`src/rtl/keypad_pkg.sv`:
```
// keypad_pkg: shared types and constants for the 4x4 keypad scanner and its consumers.
// Contents: debounce state enum, key/matrix dimensions, key_legend() mapping an
// index (4*column + row) to the hex digit printed on the board keypad.
package keypad_pkg;

    typedef enum logic [1:0] {IDLE, DEBOUNCE, PRESSED, RELEASE} state_t;

    localparam int KEY_W = 4;
    localparam int ROWS  = 4;
    localparam int COLS  = 4;

    // Nibble i holds the legend of key index i; '*' is shown as E and '#' as F.
    localparam logic [63:0] LEGEND = 64'hDCBA_F963_0852_E741;

    function automatic logic [3:0] key_legend(input logic [KEY_W-1:0] index);
        return LEGEND[{index, 2'b00} +: 4];
    endfunction

endpackage

```
`src/rtl/keypad_debounce.sv`:
```
// keypad_debounce: per-scan press/release debouncer for the keypad scanner.
// Ports: clk, reset (sync, active-high); scan_end marks the last column tick of a
// scan, with cand_valid/cand giving that scan's lowest pressed key index;
// key (last accepted index), key_valid (one-cycle accept pulse), key_held.
module keypad_debounce
    import keypad_pkg::*;
#(
    parameter int DEBOUNCE_SCANS = 4
) (
    input  logic             clk,
    input  logic             reset,
    input  logic             scan_end,
    input  logic             cand_valid,
    input  logic [KEY_W-1:0] cand,
    output logic [KEY_W-1:0] key,
    output logic             key_valid,
    output logic             key_held
);

    localparam int CW = $clog2(DEBOUNCE_SCANS + 1);
    localparam logic [CW-1:0] TARGET = CW'(DEBOUNCE_SCANS);
    localparam logic [CW-1:0] ONE    = CW'(1);

    state_t           state;
    logic [CW-1:0]    stab_cnt;
    logic [CW-1:0]    cnt_next;
    logic [KEY_W-1:0] latched;
    logic             same;

    assign cnt_next = (stab_cnt == TARGET) ? stab_cnt : stab_cnt + 1'b1;
    // latched is the key being debounced, or the accepted key while PRESSED/RELEASE
    assign same = cand_valid && cand == latched;

    always_ff @(posedge clk) begin
        if (reset) begin
            state     <= IDLE;
            stab_cnt  <= '0;
            latched   <= '0;
            key       <= '0;
            key_valid <= 1'b0;
            key_held  <= 1'b0;
        end else begin
            key_valid <= 1'b0;
            if (scan_end) begin
                case (state)
                    IDLE:
                        if (cand_valid) begin
                            latched  <= cand;
                            stab_cnt <= ONE;
                            if (TARGET == ONE) begin
                                state     <= PRESSED;
                                key       <= cand;
                                key_valid <= 1'b1;
                                key_held  <= 1'b1;
                            end else begin
                                state <= DEBOUNCE;
                            end
                        end
                    DEBOUNCE:
                        if (!cand_valid) begin
                            state <= IDLE;
                        end else if (!same) begin
                            latched  <= cand;
                            stab_cnt <= ONE;
                        end else if (cnt_next == TARGET) begin
                            state     <= PRESSED;
                            stab_cnt  <= cnt_next;
                            key       <= latched;
                            key_valid <= 1'b1;
                            key_held  <= 1'b1;
                        end else begin
                            stab_cnt <= cnt_next;
                        end
                    PRESSED:
                        if (!same) begin
                            // a single clean scan already satisfies a one-scan release
                            if (!cand_valid && TARGET == ONE) begin
                                state    <= IDLE;
                                key_held <= 1'b0;
                            end else begin
                                state    <= RELEASE;
                                stab_cnt <= ONE;
                            end
                        end
                    RELEASE:
                        if (same) begin
                            state <= PRESSED;
                        end else if (cand_valid) begin
                            state    <= DEBOUNCE;
                            latched  <= cand;
                            stab_cnt <= ONE;
                            key_held <= 1'b0;
                        end else if (cnt_next == TARGET) begin
                            state    <= IDLE;
                            key_held <= 1'b0;
                        end else begin
                            stab_cnt <= cnt_next;
                        end
                    default:
                        state <= IDLE;
                endcase
            end
        end
    end

endmodule

```
`src/rtl/keypad_scanner.sv`:
```
// keypad_scanner: strobes a 4x4 key matrix one column at a time and debounces the result.
// Ports: clk, reset (sync, active-high); row (active-low, asynchronous);
// col (active-low one-cold strobe); key (accepted index 4*column + row),
// key_valid (one-cycle pulse on a new press), key_held (high until release accepted).
module keypad_scanner
    import keypad_pkg::*;
#(
    parameter int SCAN_PERIOD    = 100000,
    parameter int DEBOUNCE_SCANS = 4
) (
    input  logic             clk,
    input  logic             reset,
    input  logic [ROWS-1:0]  row,
    output logic [COLS-1:0]  col,
    output logic [KEY_W-1:0] key,
    output logic             key_valid,
    output logic             key_held
);

    localparam int DW = $clog2(SCAN_PERIOD);

    logic [ROWS-1:0]  sync_a;
    logic [ROWS-1:0]  sync_b;
    logic [DW-1:0]    dwell;
    logic [1:0]       col_idx;
    logic             acc_valid;
    logic [KEY_W-1:0] acc_cand;
    logic             tick;
    logic             scan_end;
    logic             hit;
    logic [1:0]       hit_row;
    logic             cand_valid;
    logic [KEY_W-1:0] cand;

    assign tick     = dwell == DW'(SCAN_PERIOD - 1);
    assign scan_end = tick && col_idx == 2'd3;
    assign hit      = ~&sync_b;
    assign hit_row  = !sync_b[0] ? 2'd0 : !sync_b[1] ? 2'd1 : !sync_b[2] ? 2'd2 : 2'd3;
    // an earlier column always wins, so the scan yields the lowest pressed index
    assign cand_valid = acc_valid || hit;
    assign cand       = acc_valid ? acc_cand : {col_idx, hit_row};

    always_ff @(posedge clk) begin
        if (reset) begin
            sync_a    <= '1;
            sync_b    <= '1;
            dwell     <= '0;
            col_idx   <= '0;
            col       <= {{(COLS-1){1'b1}}, 1'b0};
            acc_valid <= 1'b0;
            acc_cand  <= '0;
        end else begin
            sync_a <= row;
            sync_b <= sync_a;
            dwell  <= tick ? '0 : dwell + 1'b1;
            if (tick) begin
                col_idx   <= col_idx + 2'd1;
                col       <= {col[COLS-2:0], col[COLS-1]};
                acc_valid <= !scan_end && cand_valid;
                acc_cand  <= scan_end ? '0 : cand;
            end
        end
    end

    keypad_debounce #(.DEBOUNCE_SCANS(DEBOUNCE_SCANS)) u_debounce (
        .clk       (clk),
        .reset     (reset),
        .scan_end  (scan_end),
        .cand_valid(cand_valid),
        .cand      (cand),
        .key       (key),
        .key_valid (key_valid),
        .key_held  (key_held)
    );

endmodule

```
`config.mk`:
```
export PLATFORM = sky130hd
export DESIGN_NAME = keypad_scanner
export DESIGN_NICKNAME = d
export VERILOG_FILES = /design/src/rtl/keypad_pkg.sv /design/src/rtl/keypad_debounce.sv /design/src/rtl/keypad_scanner.sv
export SDC_FILE = /design/constraint.sdc
export NUM_CORES = 1
export LEC_CHECK = 0
export CAP_MARGIN = 30
export CORE_MARGIN = 10
export CORE_UTILIZATION = 45
export DETAILED_ROUTE_END_ITERATION = 10
export GPL_TIMING_DRIVEN = 0
export PLACE_DENSITY = 0.76
export SYNTH_ARGS = -nofsm -noshare
export SYNTH_HDL_FRONTEND = slang
export SYNTH_SLANG_ARGS = --single-unit
```
`constraint.sdc`:
```
create_clock -name clk -period 2.45 [get_ports clk]
set_clock_uncertainty 0.05 [all_clocks]
set_input_delay 0.245 -clock clk [delete_from_list [all_inputs] [get_ports clk]]
set_output_delay 0.245 -clock clk [all_outputs]
set_load 0.05 [all_outputs]
```
# [Word level (Yosys, flattened, before mapping)]
# Cells that the tools add are included.
[word_totals] regBits=51 word_cells=93 output_inout_bits=10
[classes] add_sub_neg=3 reduce_logical=17 muxes=36 bitwise_logic=4 n_eq_ne=20
[op_table] operator="3-bit two-way mux" n=8
[op_table] operator="4-bit two-way mux" n=6
[op_table] operator="2-bit two-way mux" n=10
[op_table] operator="17-bit by 1-bit adder with 17-bit output (second input constant)" n=1
[op_table] operator="17-bit == test (second input constant)" n=1
[op_table] operator="3-bit case mux with 4 select lines" n=1
[op_table] operator="4-bit case mux with 3 select lines" n=1
[op_table] operator="6-bit AND reduction" n=2
[op_table] operator="2-bit inequality test (second input constant)" n=5
[op_table] operator="5-bit AND reduction" n=2
[op_table] operator="3-bit by 2-bit inequality test with 1-bit output (second input constant)" n=3
[op_table] operator="1-bit two-way mux" n=8
[op_table] operator="2-bit case mux with 4 select lines" n=1
[op_table] operator="7-bit AND reduction" n=1
[op_table] operator="2-bit == test (second input constant)" n=3
[op_table] operator="3-bit == test (second input constant)" n=2
[op_table] operator="5-bit OR reduction" n=1
[op_table] operator="4-bit == test" n=1
[op_table] operator="2-bit by 1-bit inequality test with 1-bit output (second input constant)" n=2
[op_table] operator="4-bit by 2-bit inequality test with 1-bit output (second input constant)" n=1
[op_table] operator="1-bit inverter" n=4
[op_table] operator="4-bit AND reduction" n=1
[op_table] operator="3-bit by 1-bit adder with 3-bit output (second input constant)" n=1
[op_table] operator="1-bit logical AND" n=3
[op_table] operator="other kinds (10)" n=11

# [Logic depth before layout (Yosys ltp)]
# Gate-level depths: netlist of run 1.
[depth] word_depth=9 ltp_mapped=8

# [Modules after synthesis]
# A second synthesis of run 1 with hierarchy kept.
[hier_totals] cells_unflattened=265 hier_area_um2=2412.3
[modules_own_cells] mod="keypad_scanner" instances=1 cells_each=165 area_per_inst_um2=1544.0 seq_area_each_um2=720.7
[modules_own_cells] mod="keypad_debounce" instances=1 cells_each=100 area_per_inst_um2=868.3 seq_area_each_um2=300.3

# [Least setup slack after synthesis of run 1]
# OpenSTA, ideal clock, no wires.
[synth_path] path_type="register to register" startpoint="register u_debounce.stab_cnt[0]" endpoint="register u_debounce.key_held" period_less_slack_ps=2225 setup_time_ps=88 path_buffers=0 setup_slack_ps=225 stages_incl_launch_ff=9 t_arrival_ps=2087 cell_sequence="dfxtp_1 inv_1 ha_1 nand4bb_1 a31o_1 nor4_1 nand4_4 nor2b_1 a311oi_2"
[synth_between] elab_chain_len=5
[synth_lines] element="start: declaration" line="keypad_debounce.sv:25" text="logic [CW-1:0] stab_cnt;"
[synth_lines] element="start signal: assignment" line="keypad_debounce.sv:67" text="stab_cnt <= cnt_next;"
[synth_lines] element="start signal: assignment" line="keypad_debounce.sv:72" text="stab_cnt <= cnt_next;"
[synth_lines] element="start signal: assignment" line="keypad_debounce.sv:97" text="stab_cnt <= cnt_next;"
[synth_lines] element="3-bit by 1-bit adder with 3-bit output or 3-bit == test (tied branches)" line="keypad_debounce.sv:30" text="assign cnt_next = (stab_cnt == TARGET) ? stab_cnt : stab_cnt + 1'b1;"
[synth_lines] element="3-bit two-way mux *" line="keypad_debounce.sv:30"
[synth_lines] element="3-bit == test *" line="keypad_debounce.sv:65, keypad_debounce.sv:93"
[synth_lines] element="3-bit by 2-bit inequality test with 1-bit output (no line) or 2-bit by 1-bit inequality test with 1-bit output (tied branches)"
[synth_lines] element="7-bit AND reduction (no line) *"
[synth_lines] element="end signal: assignment" line="keypad_debounce.sv:70" text="key_held <= 1'b1;"
[synth_lines] element="end signal: assignment" line="keypad_debounce.sv:92" text="key_held <= 1'b0;"
[synth_lines] element="end signal: assignment" line="keypad_debounce.sv:95" text="key_held <= 1'b0;"
[synth_lines] element="end: declaration" line="keypad_debounce.sv:17" text="output logic key_held"
# Mark *: on every way between the ends. The rest lies on a longest branch, timed or not.
# A chain may end at the register's enable or synchronous reset.

# [Worst setup path after layout of run 1]
# Ends and elaborated chain as after synthesis.

==> results.toml, run 1 <==
[floorplan]
fp-row-count = 26
die_w_um = 92.1
coreArea_sq_um = 5070
fp.dieH_um = 92.1
initial_utilization_pct = 46.1
die_area_sq_um = 8480
pin_count = 16

[cells_and_area]
n_antenna_cell = 0
drive_gt1_share_pct = 10.4
multi_input_area_sq_um = 1250
seq_area_sq_um = 1020
fin_util_pct = 52.5
area_growth_pct = 14.0
fillers = 497
fin_nets = 288
finalInstanceArea_sq_um = 2670

[detailed_routing]
vias = 1812
wl_um = 4250
avgRoutedWirePerCell_um = 12.2
final_antenna_net_count = 0
drt_iter0_markers = 60
drc = 0
first_pass_iters = 4
vias_per_cell = 5.21

[placement]
dpl.hpwl_um = 3180
port_buffers = 14
placed_cell_area_sq_um = 2570
dp_worst_setup_slack_ns = 0.0681
routabilityCongestion = 0.820

[power_and_ir_drop]
power_density_nw_per_um2 = 524
irDropWorstVdd_mv = 0.376
p_leak_nw = 0.968

[clock_network]
cts_root_buffer = "clkbuf_8"
ctsResizeCount = 0
cts_tree = "built"
cts_sinks = 51
clock_latency_ns = 0.31
clk_transition_reported_paths_ns = 0.09
cts_hold_buffers = 0
cts_made_buffers = 5
post_cts_buffers = 0
ctsHtreeMaxLevel = 2
clock_path_buffers = 2

[timing]
tns_ns = 0
worst_slack_ns = 0.154
finalCriticalPeriod_ns = 2.30
finalHoldViolCount = 0
worstMarginPinSlew_ns = 0.737
max_freq_ghz = 0.436
drv_slew = 0
period_share_pct = 93.7
rsz0062_at_grt = "yes"
relSlewSlack_pct = 50.5
finalSetupViolCount = 0

[yosys]
synth-seq-area-share_pct = 43.7
yosys.area.top_type = "dfxtp_1"
synth_fp_nets = 267
synth-seq-cells = 51
yosys_warnings = 0
synth_area_sq_um = 2340
ys_types = 49
ys_async_sr_fraction_pct = 0
yosys-top-cells-area = "dfxtp_1, nor2_1, mux2i_1, nand2_1, xnor2_1"
ys.flop_type = "dfxtp_1"
synth_top_cell_area_share_pct = 43.7
synth_area_per_cell_sq_um = 9.10
synth_edf_count = 0
syn_inst = 257

[grt]
grt_usage_pct = 10.7
globalRouteOverflowTotal = 0
antenna_found_initial = 0
busiest_layer = "met2"
grt_pass1_vias = 1768
grtUsageMet2_pct = 18.3
grt.met3_usage_pct = 4.56
grt_max_degree = 15
use_met1_pct = 12.1
grt_first_pass_wirelength_um = 7770

[setup_path]
path_cells = "inv_1, ha_1, nand4bb_1, a31o_1, nor4_2, nand4_4, nor2b_1, a311oi_2"
worstSetupPathType = "flip-flop to flip-flop"
crit_required_ns = 2.63
worst_setup_path_end_kind = "flip-flop"
reg2reg_depth = 8
critPathMaxFanout = 6
worstPathArrival_ns = 2.47
cp_slowest_cell = "dfxtp_1"
max_stage_delay_ns = 0.42
cp-start-kind = "flip-flop"

[flow_run]
timing.max_cap.violations = 0

[min_path]
min_path_cells = 2
hold_class = "primary input to flip-flop"

[run_status]
status = "finished clean"
[cell type report]
type                       instances  area share (%)
tap                               70            3.28
timing repair buffer              14            5.26
clock buffer                       6            3.10
inverter                          10            1.41
multi-input combinational        186            46.7
buffer                            10            1.74
sequential                        51            38.3
clock inverter                     1           0.188
[Yosys cell counts, types with 2 or more instances]
master	instances
and4bb_1	2
nand3b_1	5
a22oi_1	2
or3_1	4
xnor2_1	8
nor4b_1	2
and4_1	2
nor3_1	6
mux2i_1	10
and3_1	3
clkbuf_1	8
a31o_1	2
nor2b_1	3
o21ai_0	4
nand2b_1	3
and2_1	5
a21o_1	2
inv_1	10
nand3_1	6
nand2_1	21
xor2_1	8
or2_2	10
nor4_1	2
ha_1	4
a211oi_1	3
a31oi_1	3
nand4bb_1	2
dfxtp_1	51
nand4_1	6
a311oi_1	2
nor2_1	33
a21oi_1	8
[per-layer routing]
metal  up-vias  part of all wire, %
met2        20                   47
met5         -                    0
li1        940                    -
met1       846                   46
met4         0                 0.85
met3         6                  5.4
[cells by family after synthesis]
kind of cell	after synthesis	share of synthesized area, %
AND/OR/NAND/NOR	120	28.6
flip-flops	51	43.7
AO/OA/AOI/OAI	36	11.8
buffers and inverters	20	3.58
XOR/XNOR	16	5.99
multiplexers	10	4.28
adder cells (fa/ha/maj)	4	2.14
[sequential cells by signal, indices dropped and copies added, names as in the netlist]
signal,count
acc_valid,1
sync_b,4
u_debounce.key_held,1
u_debounce.latched,4
dwell,17
col,4
acc_cand,4
sync_a,4
col_idx,2
u_debounce.key,4
u_debounce.key_valid,1
u_debounce.stab_cnt,3
u_debounce.state,2
[final timing paths]
path,to,start,slack (ns)
setup / recovery,u_debounce.key_held$_SDFFE_PP0P_,u_debounce.stab_cnt[0]$_SDFFE_PP0P_,0.15
hold / removal,u_debounce.latched[1]$_SDFFE_PP0P_,reset,0.26
setup reg to reg,u_debounce.key_held$_SDFFE_PP0P_,u_debounce.stab_cnt[0]$_SDFFE_PP0P_,0.15
hold reg to reg,sync_b[0]$_SDFF_PP1_,sync_a[0]$_SDFF_PP1_,0.36
[where the power goes]
| group | switching, mW | internal [mW] | total (mW) |
|---|---|---|---|
| sequential | 0.00458 | 0.838 | 0.843 |
| combinational | 0.0417 | 0.0287 | 0.0705 |
| clock | 0.261 | 0.222 | 0.483 |
| total | 0.307 | 1.09 | 1.40 |
[cell usage in the layout (no fill, tap or decap), drive strengths merged, types with 3 or more instances in the layout]
cell type,n
nand4,7
or2,10
nand2,21
nor2b,3
ha,4
a21oi,8
inv,10
clkbuf,14
nand3,6
and3,3
xor2,8
a211oi,5
nand2b,3
nor3,6
a311oi,3
o21ai,5
xnor2,8
dfxtp,51
nand3b,5
and2,5
a31oi,4
or3,5
mux2i,10
clkdlybuf4s50,14
nor2,33
[critical path: cells and delay by family (launching register included)]
family	cells	cell delay, ns
flip-flops	1	0.42
adder cells (fa/ha/maj)	1	0.25
AND/OR/NAND/NOR	4	0.93
buffers and inverters	1	0.08
AO/OA/AOI/OAI	2	0.49
[metrics by stage]
step | cells | hold WS (ns) | power (mW)
after floorplan | 257 | 0.299 | 0.913
after global placement | 341 | 0.341 | 0.931
after detailed placement | 341 | 0.343 | 0.933
after CTS | 348 | 0.273 | 1.41
after global routing | 348 | 0.306 | 1.45
final | 348 | 0.261 | 1.40
Power figures use the tool's default switching activity.
==> inputs of run 2 (changes only) <==
Settings changed: GPL_TIMING_DRIVEN 0 to unset, SKIP_CTS_REPAIR_TIMING set to 1.
==> results.toml, run 2 (synthesis gave the netlist of run 1 again) <==
[detailed_routing]
wl_um = 4280
first_pass_iters = 4
vias = 1803
drc = 0
vias_per_cell = 5.23
drt_iter0_markers = 135
avgRoutedWirePerCell_um = 12.4
final_antenna_net_count = 0

[clock_network]
clock_path_buffers = 2
cts_made_buffers = 5
ctsHtreeMaxLevel = 2
clock_latency_ns = 0.30
cts_sinks = 51
clk_transition_reported_paths_ns = 0.09
cts_root_buffer = "clkbuf_8"
cts_tree = "built"

[grt]
grt_pass1_vias = 1774
antenna_found_initial = 0
globalRouteOverflowTotal = 0
grt_max_degree = 35
grt_usage_pct = 10.7
grt_first_pass_wirelength_um = 7840

[cells_and_area]
drive_gt1_share_pct = 12.0
multi_input_area_sq_um = 1230
layout_commonest_cell = "dfxtp_1"
layout_common_cells = "dfxtp_1, nor2_1, nand2_1"
top_register = "dwell"
fin_nets = 284
seq_area_sq_um = 1020
fillers = 496
largest_reg_flops = 17
fin_util_pct = 52.4
n_antenna_cell = 0
area_growth_pct = 13.8

[run_status]
status = "finished clean"

[power_and_ir_drop]
power_density_nw_per_um2 = 526
p_leak_nw = 0.978
irDropWorstVdd_mv = 0.426

[timing]
rsz0062_at_grt = "no"
drv_slew = 0
finalSetupViolCount = 0
worstMarginPinSlew_ns = 0.733
finalHoldViolCount = 0
relSlewSlack_pct = 50.8
period_share_pct = 92.3
max_freq_ghz = 0.442
tns_ns = 0
finalCriticalPeriod_ns = 2.26

[setup_path]
path_cells = "inv_1, ha_1, nand4bb_1, a31o_1, nor4_1, buf_4, nand4_4, nor2b_1, a311oi_2"
cp-start-kind = "flip-flop"
cp_top_family = "simple AND/OR/NAND/NOR gates"
timing.rr.start = "u_debounce.stab_cnt[0]$_SDFFE_PP0P_"
worstPathArrival_ns = 2.43
worstSetupPathType = "flip-flop to flip-flop"
crit_required_ns = 2.62
worst_setup_path_end_kind = "flip-flop"
crit_buf_inv = 2
max_stage_delay_ns = 0.38
crit_start = "u_debounce.stab_cnt[0]$_SDFFE_PP0P_"
cp_slowest_cell = "dfxtp_2"
critPathMaxFanout = 6

[placement]
routabilityCongestion = 0.844
port_buffers = 15
dpl.hpwl_um = 3170

[floorplan]
coreArea_sq_um = 5070
fp.dieH_um = 92.1
pin_count = 16
die_area_sq_um = 8480
initial_utilization_pct = 46.1
die_w_um = 92.1
fp-row-count = 26

[flow_run]
timing.max_cap.violations = 0

[min_path]
hold_path.startpoint = "sync_a[1]$_SDFF_PP1_"
hold_class = "flip-flop to flip-flop"
-- run 2: changes by cell type in the layout (fill, tap and decap cells not counted) --
cell and change:
clkbuf_1 -8, buf_4 +5, dfxtp_1 -2, dfxtp_2 +2
inv_6 +2, a311oi_1 +1, a311oi_2 -1, buf_2 -1
buf_6 -1, clkbuf_8 -1, clkdlybuf4s50_1 +1, nor4_1 +1
nor4_2 -1
-- run 2: layout make-up --
class / count / share of cell area [%]
clock buffers: 5 / 2.59
clock inverters: 3 / 0.846
inverters: 10 / 1.41
multi-input cells: 186 / 46.4
flip-flops and latches: 51 / 38.5
well taps: 70 / 3.29
repair buffers: 20 / 7.05
-- run 2: worst reg2reg max path, stage by stage (launching register included) --
cell and delay [ns]:
dfxtp_2 0.38, inv_1 0.07, ha_1 0.24, nand4bb_1 0.19
a31o_1 0.27, nor4_1 0.25, buf_4 0.17, nand4_4 0.14
nor2b_1 0.21, a311oi_2 0.22
-- run 2: path summary, 6_finish.rpt --
check                                                         to  cells after the start  slack [ns]
worst min-delay path                        sync_b[1]$_SDFF_PP1_                      1        0.36
worst min register to register              sync_b[1]$_SDFF_PP1_                      1        0.36
worst max-delay path            u_debounce.key_held$_SDFFE_PP0P_                      9        0.19
worst max register to register  u_debounce.key_held$_SDFFE_PP0P_                      9        0.19
-- run 2: power breakdown --
| part | switching (mW) | internal, mW | total [mW] |
|---|---|---|---|
| Combinational | 0.0397 | 0.0299 | 0.0697 |
| Clock | 0.281 | 0.207 | 0.488 |
| Sequential | 0.00472 | 0.838 | 0.843 |
-- run 2: metrics by stage --
step | area (sq um) | hold slack, ns | total power [mW] | cells | setup slack, ns
2_1_floorplan | 2340 | 0.299 | 0.913 | 257 | 0.225
3_3_place_gp | 2570 | 0.342 | 0.931 | 337 | 0.197
3_5_place_dp | 2570 | 0.342 | 0.933 | 337 | 0.133
4_1_cts | 2660 | 0.365 | 1.42 | 345 | 0.115
5_1_grt | 2660 | 0.388 | 1.46 | 345 | 0.0208
6_report | 2660 | 0.364 | 1.40 | 345 | 0.190
-- run 2: per-layer routing --
layer  vias to the layer above  wire (um)  global-route usage, %
met5                         -          0                      0
met4                         0         28                   3.21
met3                         5        217                   3.18
li1                        928          -                      -
met1                       838       1980                   12.7
met2                        32       2060                   18.2
